## src/rtl/ro_odometer_pkg.sv

```systemverilog
// ---------------------------------------------------------------------------
// ro_odometer_pkg
// Shared types and defaults for the ring-oscillator odometer counter.
//   state_t  : measurement FSM encoding (IDLE, SETTLE, COUNT, DRAIN, DONE)
//   DEF_*    : default parameter values used by the top and sub-module
//   sat_inc  : saturating increment helper (operates on a 32-bit container)
// ---------------------------------------------------------------------------
package ro_odometer_pkg;

  localparam int DEF_CNT_W         = 16;
  localparam int DEF_GATE_W        = 16;
  localparam int DEF_SETTLE_CYCLES = 8;
  localparam int DEF_SYNC_STAGES   = 2;

  typedef enum logic [2:0] {
    ST_IDLE   = 3'd0,
    ST_SETTLE = 3'd1,
    ST_COUNT  = 3'd2,
    ST_DRAIN  = 3'd3,
    ST_DONE   = 3'd4
  } state_t;

  // Increment val by one, but never past max_val.
  function automatic logic [31:0] sat_inc(input logic [31:0] val,
                                          input logic [31:0] max_val);
    return (val >= max_val) ? max_val : val + 32'd1;
  endfunction

endpackage

```

## src/rtl/ro_sync_edge.sv

```systemverilog
// ---------------------------------------------------------------------------
// ro_sync_edge
// SYNC_STAGES-deep synchronizer for the asynchronous oscillator output plus a
// rising-edge detector on the synchronized value.
// Ports:
//   i_clk    : system clock
//   i_rst_n  : synchronous active-low reset (clears the chain)
//   i_en     : chain is held clear while low (oscillator disabled)
//   i_async  : raw oscillator output
//   o_rise   : 1 in each cycle where the chain shows a 0->1 transition
// ---------------------------------------------------------------------------
module ro_sync_edge
  import ro_odometer_pkg::*;
#(
  parameter int SYNC_STAGES = DEF_SYNC_STAGES
) (
  input  logic i_clk,
  input  logic i_rst_n,
  input  logic i_en,
  input  logic i_async,
  output logic o_rise
);

  // r_sync[0] is the first flop; r_sync[SYNC_STAGES-1] is the oldest sample.
  logic [SYNC_STAGES-1:0] r_sync;

  always_ff @(posedge i_clk) begin
    if (!i_rst_n || !i_en) begin
      r_sync <= '0;
    end else begin
      r_sync <= {r_sync[SYNC_STAGES-2:0], i_async};
    end
  end

  // Newer sample high, older sample low: a rising edge passing down the chain.
  assign o_rise = r_sync[SYNC_STAGES-2] & ~r_sync[SYNC_STAGES-1];

endmodule

```

## src/rtl/ro_odometer_counter.sv

```systemverilog
// ---------------------------------------------------------------------------
// ro_odometer_counter
// Enables the ring oscillator, lets it settle, counts rising edges of its
// output over a programmable window of clk cycles, then latches the result
// as an odometer reading.
// Optional feature macro: RO_ODO_DELTA_EN (adds enrolment base and delta).
// Ports:
//   i_clk, i_rst_n   : clock, synchronous active-low reset
//   i_start          : one-cycle measurement request (accepted only in IDLE)
//   i_abort          : cancel a measurement in SETTLE/COUNT/DRAIN
//   i_gate_len       : window length in clk cycles, sampled on accepted start
//   i_ro_out         : asynchronous oscillator output
//   i_capture_base   : (RO_ODO_DELTA_EN) copy o_count into o_base
//   o_en_ro          : registered oscillator enable
//   o_busy           : high from accepted start until done or abort
//   o_done           : one-cycle pulse, o_count/o_overflow valid
//   o_count          : last completed measurement
//   o_overflow       : last measurement saturated
//   o_base, o_delta  : (RO_ODO_DELTA_EN) enrolment reading, count - base
//   o_state          : current FSM state (debug)
// Handshake: i_start is a single-cycle request with no ready; it is taken only
// when o_state is IDLE and i_abort is low, otherwise dropped. Completion is
// signalled by the o_done pulse; there is no backpressure on the result.
// ---------------------------------------------------------------------------
module ro_odometer_counter
  import ro_odometer_pkg::*;
#(
  parameter int CNT_W         = DEF_CNT_W,
  parameter int GATE_W        = DEF_GATE_W,
  parameter int SETTLE_CYCLES = DEF_SETTLE_CYCLES,
  parameter int SYNC_STAGES   = DEF_SYNC_STAGES
) (
  input  logic                    i_clk,
  input  logic                    i_rst_n,
  input  logic                    i_start,
  input  logic                    i_abort,
  input  logic [GATE_W-1:0]       i_gate_len,
  input  logic                    i_ro_out,
`ifdef RO_ODO_DELTA_EN
  input  logic                    i_capture_base,
  output logic [CNT_W-1:0]        o_base,
  output logic signed [CNT_W-1:0] o_delta,
`endif
  output logic                    o_en_ro,
  output logic                    o_busy,
  output logic                    o_done,
  output logic [CNT_W-1:0]        o_count,
  output logic                    o_overflow,
  output state_t                  o_state
);

  // One timer serves settle, gate and drain phases.
  localparam int TMR_W = (GATE_W > 8) ? GATE_W : 8;
  localparam logic [CNT_W-1:0] CNT_MAX = '1;

  state_t             r_state;
  logic [TMR_W-1:0]   r_tmr;
  logic [GATE_W-1:0]  r_gate_m1;
  logic [CNT_W-1:0]   r_edge_cnt;
  logic               r_ovf;
  logic               r_en_ro;
  logic               r_busy;
  logic               r_done;
  logic [CNT_W-1:0]   r_count;
  logic               r_overflow;
  logic               w_rise;
  logic [CNT_W-1:0]   w_cnt_inc;

  ro_sync_edge #(
    .SYNC_STAGES(SYNC_STAGES)
  ) u_sync (
    .i_clk  (i_clk),
    .i_rst_n(i_rst_n),
    .i_en   (r_en_ro),
    .i_async(i_ro_out),
    .o_rise (w_rise)
  );

  assign w_cnt_inc = CNT_W'(sat_inc(32'(r_edge_cnt), 32'(CNT_MAX)));

  always_ff @(posedge i_clk) begin
    if (!i_rst_n) begin
      r_state    <= ST_IDLE;
      r_tmr      <= '0;
      r_gate_m1  <= '0;
      r_edge_cnt <= '0;
      r_ovf      <= 1'b0;
      r_en_ro    <= 1'b0;
      r_busy     <= 1'b0;
      r_done     <= 1'b0;
      r_count    <= '0;
      r_overflow <= 1'b0;
    end else begin
      r_done <= 1'b0;
      case (r_state)
        ST_IDLE: begin
          if (i_start && !i_abort) begin
            r_state   <= ST_SETTLE;
            r_en_ro   <= 1'b1;
            r_busy    <= 1'b1;
            // A zero window is run as a one-cycle window.
            r_gate_m1 <= (i_gate_len == '0) ? '0 : i_gate_len - GATE_W'(1);
            r_tmr     <= TMR_W'(SETTLE_CYCLES - 1);
          end
        end
        ST_SETTLE: begin
          if (i_abort) begin
            r_state <= ST_IDLE;
            r_en_ro <= 1'b0;
            r_busy  <= 1'b0;
          end else if (r_tmr == '0) begin
            r_state    <= ST_COUNT;
            r_tmr      <= TMR_W'(r_gate_m1);
            r_edge_cnt <= '0;
            r_ovf      <= 1'b0;
          end else begin
            r_tmr <= r_tmr - TMR_W'(1);
          end
        end
        ST_COUNT: begin
          if (i_abort) begin
            r_state <= ST_IDLE;
            r_en_ro <= 1'b0;
            r_busy  <= 1'b0;
          end else begin
            if (w_rise) begin
              r_edge_cnt <= w_cnt_inc;
              // Overflow means an edge arrived that could not be counted.
              if (r_edge_cnt == CNT_MAX) r_ovf <= 1'b1;
            end
            if (r_tmr == '0) begin
              r_state <= ST_DRAIN;
              r_en_ro <= 1'b0;
              r_tmr   <= TMR_W'(SYNC_STAGES - 1);
            end else begin
              r_tmr <= r_tmr - TMR_W'(1);
            end
          end
        end
        ST_DRAIN: begin
          // en_ro is low here, so the synchronizer is being flushed.
          if (i_abort) begin
            r_state <= ST_IDLE;
            r_busy  <= 1'b0;
          end else if (r_tmr == '0) begin
            r_state    <= ST_DONE;
            r_done     <= 1'b1;
            r_busy     <= 1'b0;
            r_count    <= r_edge_cnt;
            r_overflow <= r_ovf;
          end else begin
            r_tmr <= r_tmr - TMR_W'(1);
          end
        end
        ST_DONE: begin
          r_state <= ST_IDLE;
        end
        default: begin
          r_state <= ST_IDLE;
          r_en_ro <= 1'b0;
          r_busy  <= 1'b0;
        end
      endcase
    end
  end

  assign o_en_ro    = r_en_ro;
  assign o_busy     = r_busy;
  assign o_done     = r_done;
  assign o_count    = r_count;
  assign o_overflow = r_overflow;
  assign o_state    = r_state;

`ifdef RO_ODO_DELTA_EN
  logic [CNT_W-1:0]        r_base;
  logic signed [CNT_W-1:0] r_delta;

  always_ff @(posedge i_clk) begin
    if (!i_rst_n) begin
      r_base  <= '0;
      r_delta <= '0;
    end else begin
      if (i_capture_base) r_base <= r_count;
      // Drift against the enrolment reading; lags count/base by one cycle.
      r_delta <= signed'(r_count - r_base);
    end
  end

  assign o_base  = r_base;
  assign o_delta = r_delta;
`endif

endmodule

```

## config.mk

```make
export PLATFORM = sky130hd
export DESIGN_NAME = ro_odometer_counter
export DESIGN_NICKNAME = d
export VERILOG_FILES = /design/src/rtl/ro_odometer_pkg.sv /design/src/rtl/ro_sync_edge.sv /design/src/rtl/ro_odometer_counter.sv
export SDC_FILE = /design/constraint.sdc
export NUM_CORES = 1
export LEC_CHECK = 0
export ABC_AREA = 1
export CAP_MARGIN = 40
export CORE_MARGIN = 2
export CORE_UTILIZATION = 50
export CTS_CLUSTER_DIAMETER = 50
export CTS_CLUSTER_SIZE = 12
export DETAILED_ROUTE_END_ITERATION = 7
export GPL_TIMING_DRIVEN = 0
export MAX_ROUTING_LAYER = met4
export PLACE_DENSITY_LB_ADDON = 0.1
export SLEW_MARGIN = 20
export SYNTH_ARGS = -nofsm -noshare
export SYNTH_HDL_FRONTEND = slang
export SYNTH_SLANG_ARGS = --single-unit
```

## constraint.sdc

```tcl
create_clock -name i_clk -period 3.6 [get_ports i_clk]
set_input_delay 0.72 -clock i_clk [delete_from_list [all_inputs] [get_ports i_clk]]
set_output_delay 0.72 -clock i_clk [all_outputs]
set_load 0.03 [all_outputs]
```

After elaboration in Yosys (flattened, before gate mapping)
Cells that the tools add are included.
{ "classes": {"n_reduce_logical": 21, "magnitude_cmp": 1, "n_eq_ne": 18, "add_sub_neg": 3, "bitwise_logic": 7, "mux": 35} }
{ "op_table": {"columns": ["op", "count"], "rows": [
  ["$mux 16", 13],
  ["$pmux 16 s4", 1],
  ["$logic_not 16->1", 2],
  ["$pmux 16 s2", 1],
  ["$sub 16x1->16 const B", 2],
  ["$mux 3", 7],
  ["$add 16x1->16 const B", 1],
  ["$eq 16x16->1 const B", 1],
  ["$ge 16x16->1 const B", 1],
  ["$ne 2x2->1 const B", 8],
  ["$pmux 3 s4", 1],
  ["$reduce_and 4->1", 3],
  ["$reduce_and 6->1", 2],
  ["$mux 1", 9],
  ["$ne 3x3->1 const B", 3],
  ["$pmux 1 s4", 2],
  ["$eq 3x2->1 const B", 2],
  ["$not 1->1", 6],
  ["$reduce_and 5->1", 1],
  ["$ne 2x1->1 const B", 2],
  ["$reduce_bool 4->1", 1],
  ["$reduce_or 2->1", 2],
  ["$eq 3x1->1 const B", 1],
  ["$eq 3x3->1 const B", 1],
  ["other kinds (10)", 12]
]} }
{ "word_totals": {"wordCells": 96, "out_inout_bits": 23, "ff_bits": 74} }

Depth between registers and ports, before layout
{ "depth": {"ltp_word": 5, "mapped_depth": 12} }

Cells and area by module
Synthesis repeated with hierarchy kept, for this count alone.
{ "unflattened": {"hier_cells": 630, "hier_area_um2": 4186.5} }
{ "modules_own_cells": {"columns": ["module", "area_each_um2", "cells_each", "seq_area_each_um2", "n_inst"], "rows": [
  ["ro_odometer_counter", 4124.0, 622, 1441.4, 1],
  ["ro_sync_edge", 62.6, 8, 40.0, 1]
]} }

Worst setup path before layout
No wires, ideal clock.
{ "synth_path": {"kind": "input to register", "from": "in i_gate_len[0]", "to": "reg r_gate_m1[12]", "arrival_time_ns": 1.919, "path_slack_ns": 1.549, "path_stages": 10, "setup_time_ns": 0.132, "required_time_ns": 3.468, "cell_sequence": "inv_1 -> ha_1 -> nand2_1 -> nor2_1 -> nand2_1 -> nor2_1 -> a31oi_4 -> buf_6 -> nand2_1 -> a21oi_1"} }
{ "synth_via": {"elab_chain_cells": 2, "word_cells_on_any_way": 3} }
{ "synth_lines": {"columns": ["item", "line", "source"], "rows": [
  ["start: declaration", "ro_odometer_counter.sv:37", "input logic [GATE_W-1:0] i_gate_len,"],
  ["$sub 16x1->16 / $logic_not 16->1 (equally long branches)", "ro_odometer_counter.sv:102", "r_gate_m1 <= (i_gate_len == '0) ? '0 : i_gate_len - GATE_W'(1);"],
  ["$mux 16 *", "ro_odometer_counter.sv:102", null],
  ["end signal: assignment", "ro_odometer_counter.sv:102", null],
  ["end: declaration", "ro_odometer_counter.sv:58", "logic [GATE_W-1:0] r_gate_m1;"]
]} }
Mark *: on every way between the ends. The rest lies on a longest branch, timed or not.
A chain may end at the register's enable or synchronous reset.

Worst setup path in the final report
{ "layout_path": {"from": "in i_gate_len[0]", "to": "reg r_gate_m1[2]"} }
Same word-level chain as after synthesis.

==> flow_summary.toml <==
[power_and_ir_drop]
p_leak_nw = 1.99
peakVddDrop_v = 0.000341
power_density_nw_per_um2 = 705

[yosys]
synth.distinct_cells = 38
syn-instance-count = 619
yosys.area.top_type = "dfxtp_1"
synth_top_area_share_pct = 35.6
yosys_warnings = 0
ys_ff_latch = 74
synthArstFlopShare_pct = 0
synth_area_leaders = "dfxtp_1, nand2_1, a21oi_1"
synth_ff_type = "dfxtp_1"
synth_area_um2 = 4170
syn-num-nets = 643
synth_edf_count = 0
ys_seq_area_share_pct = 35.6
synth_area_per_cell_um2 = 6.73

[critical_path]
worst-path-max-fanout = 10
worstSetupPathType = "primary input to flop"
r2r_cells = 10
worstPathRequired_ns = 3.82
start_kind = "primary input"
end_kind = "flop"
crit_arrival_ns = 2.55

[placement]
io_buffers = 43
dp.cells = 767
hpwlAfterDp_um = 7530
routabilityCongestion = 0.933

[clock_tree]
cts_tree = "done"
cts_root_buf = "clkbuf_8"
htreeDepth = 3
cts_num_sinks = 74
clk_pin_slew_worst_paths_ns = 0.09
clk_path_buf_depth = 2
insertion_delay_ns = 0.35
postCtsSetupBuffers = 0
cts_buffers = 9
post_cts_resized = 0
ctsHoldBuffers = 0

[sta]
fin_crit_sh_pct = 64.5
rsz0062_at_grt = "no"
fin_crit_ns = 2.32
setup_viol = 0
max_slew.worst_pin.slew_ns = 0.575
timing.hold.ws_ns = 0.450
setup_tns_ns = 0
fmax_ghz = 0.430
fin_skew_ns = 0.0103
slew_violations = 0
hold_violations = 0
max_slew_margin_pct = 61.7

[route]
drtIter0Drc = 212
drcViolationCount = 0
vias = 3994
ant_nets = 0
drt-wirelength-per-cell_um = 12.8
dr.pass1.iters = 5
drt_wl_total_um = 10000
vias_per_cell = 5.10

[run_status]
outcome = "completed"

[layout]
nets = 697
fin_util_pct = 60.6
diodes = 0
area_growth_syn_to_layout_pct = 18.3
final_cells = 783
drive_gt1_share_pct = 9.29
fillers = 784

[hold_path]
hold_class = "flop to flop"
min_path_cells = 2

[grt]
grt_max_degree = 15
grt_pass1_wl_um = 16700
grtUsageTotal_pct = 24.2
grt_pass1_vias = 3559
grt_overflow = 0
antenna_found_initial = 0

[floorplanning]
die_area_um2 = 9080
core_um2 = 8130
die_h_um = 95.3
num_rows = 33
die_w_um = 95.3
pin_count = 44
initial_core_util_pct = 51.2

[run]
maxCapViolations = 0
[cell usage after synthesis, drive strengths merged, types with 6 or more instances]
| cell type | instances |
|---|---|
| o21ai | 38 |
| nand2 | 192 |
| a21oi | 68 |
| xnor2 | 12 |
| clkbuf | 10 |
| nor3 | 9 |
| nand3 | 34 |
| nand4 | 6 |
| dfxtp | 74 |
| inv | 75 |
| buf | 8 |
| xor2 | 10 |
| nor2 | 70 |
[per-layer routing]
| layer | part of all wire [%] | vias to the layer above | track usage [%] |
|---|---|---|---|
| li1 | - | 2086 | - |
| met1 | 52 | 1792 | 34.4 |
| met2 | 42 | 106 | 35.0 |
| met3 | 4.9 | 10 | 3.95 |
| met4 | 1.1 | 0 | 8.09 |
| met5 | 0 | - | - |
[layout by cell type (no fill, tap or decap), drive strengths merged, types with 3 or more instances in the layout]
cell type      instances
o21ai                 38
a22oi                  3
nand2                192
clkbuf                19
dfxtp                 74
inv                   77
nand3                 34
xor2                  10
xnor2                 12
a21oi                 68
buf                    8
nand4                  6
clkdlybuf4s50         43
ha                     3
nor3                   9
nor2                  70
[sequential cells by signal, indices dropped and copies added, names as in the netlist]
register	count
o_count	16
o_busy	1
r_ovf	1
r_tmr	16
o_en_ro	1
o_state	3
o_done	1
o_overflow	1
r_edge_cnt	16
u_sync.r_sync	2
r_gate_m1	16
[final cells by class]
class | count | area (um2) | area share, %
Tap cell | 105 | 131 | 2.67
Timing Repair Buffer | 43 | 430 | 8.73
Multi-Input combinational cell | 452 | 2300 | 46.6
Buffer | 18 | 108 | 2.18
Clock buffer | 9 | 124 | 2.51
Clock inverter | 7 | 76.3 | 1.55
Inverter | 75 | 282 | 5.71
Sequential cell | 74 | 1480 | 30.1
[per-stage QoR]
step	total power [W]	worst slack, ns	instance area, um2
6_report	0.00347	1.28	4930
5_1_grt	0.00373	1.11	4930
4_1_cts	0.00348	1.29	4930
3_5_place_dp	0.00282	0.923	4730
3_3_place_gp	0.00279	0.951	4730
2_1_floorplan	0.00245	1.55	4170
[worst max-delay path, cell delays in order]
cell and delay [ns]:
clkdlybuf4s50_1 0.39, inv_1 0.09, ha_1 0.19, nand2_1 0.09, nor2_1 0.11, nand2_1 0.11
nor2_1 0.33, a31oi_4 0.19, buf_6 0.18, nand2_1 0.07, a21oi_1 0.06
[where the power goes]
group,switching (W),internal [W]
Combinational,0.00114,0.000660
Sequential,0.000100,0.000918
Clock,0.000331,0.000325
Total,0.00157,0.00190
[worst paths after layout]
kind | start | endpoint | slack, ns
worst min register to register | o_count[13] | o_count[13] | 0.45
worst max-delay path | i_gate_len[0] | r_gate_m1[2] | 1.28
worst max register to register | r_tmr[0] | o_count[5] | 1.45
worst min-delay path | o_count[13] | o_count[13] | 0.45
[kinds of logic after synthesis]
kind of cell             after synthesis  share of synthesized area, %
flip-flops                            74                          35.6
buffers and inverters                 93                          9.34
XOR/XNOR                              22                          4.62
adder cells (fa/ha/maj)                3                         0.901
AND/OR/NAND/NOR                      313                          34.1
AO/OA/AOI/OAI                        114                          15.5
(Power assumes the default switching activity.)
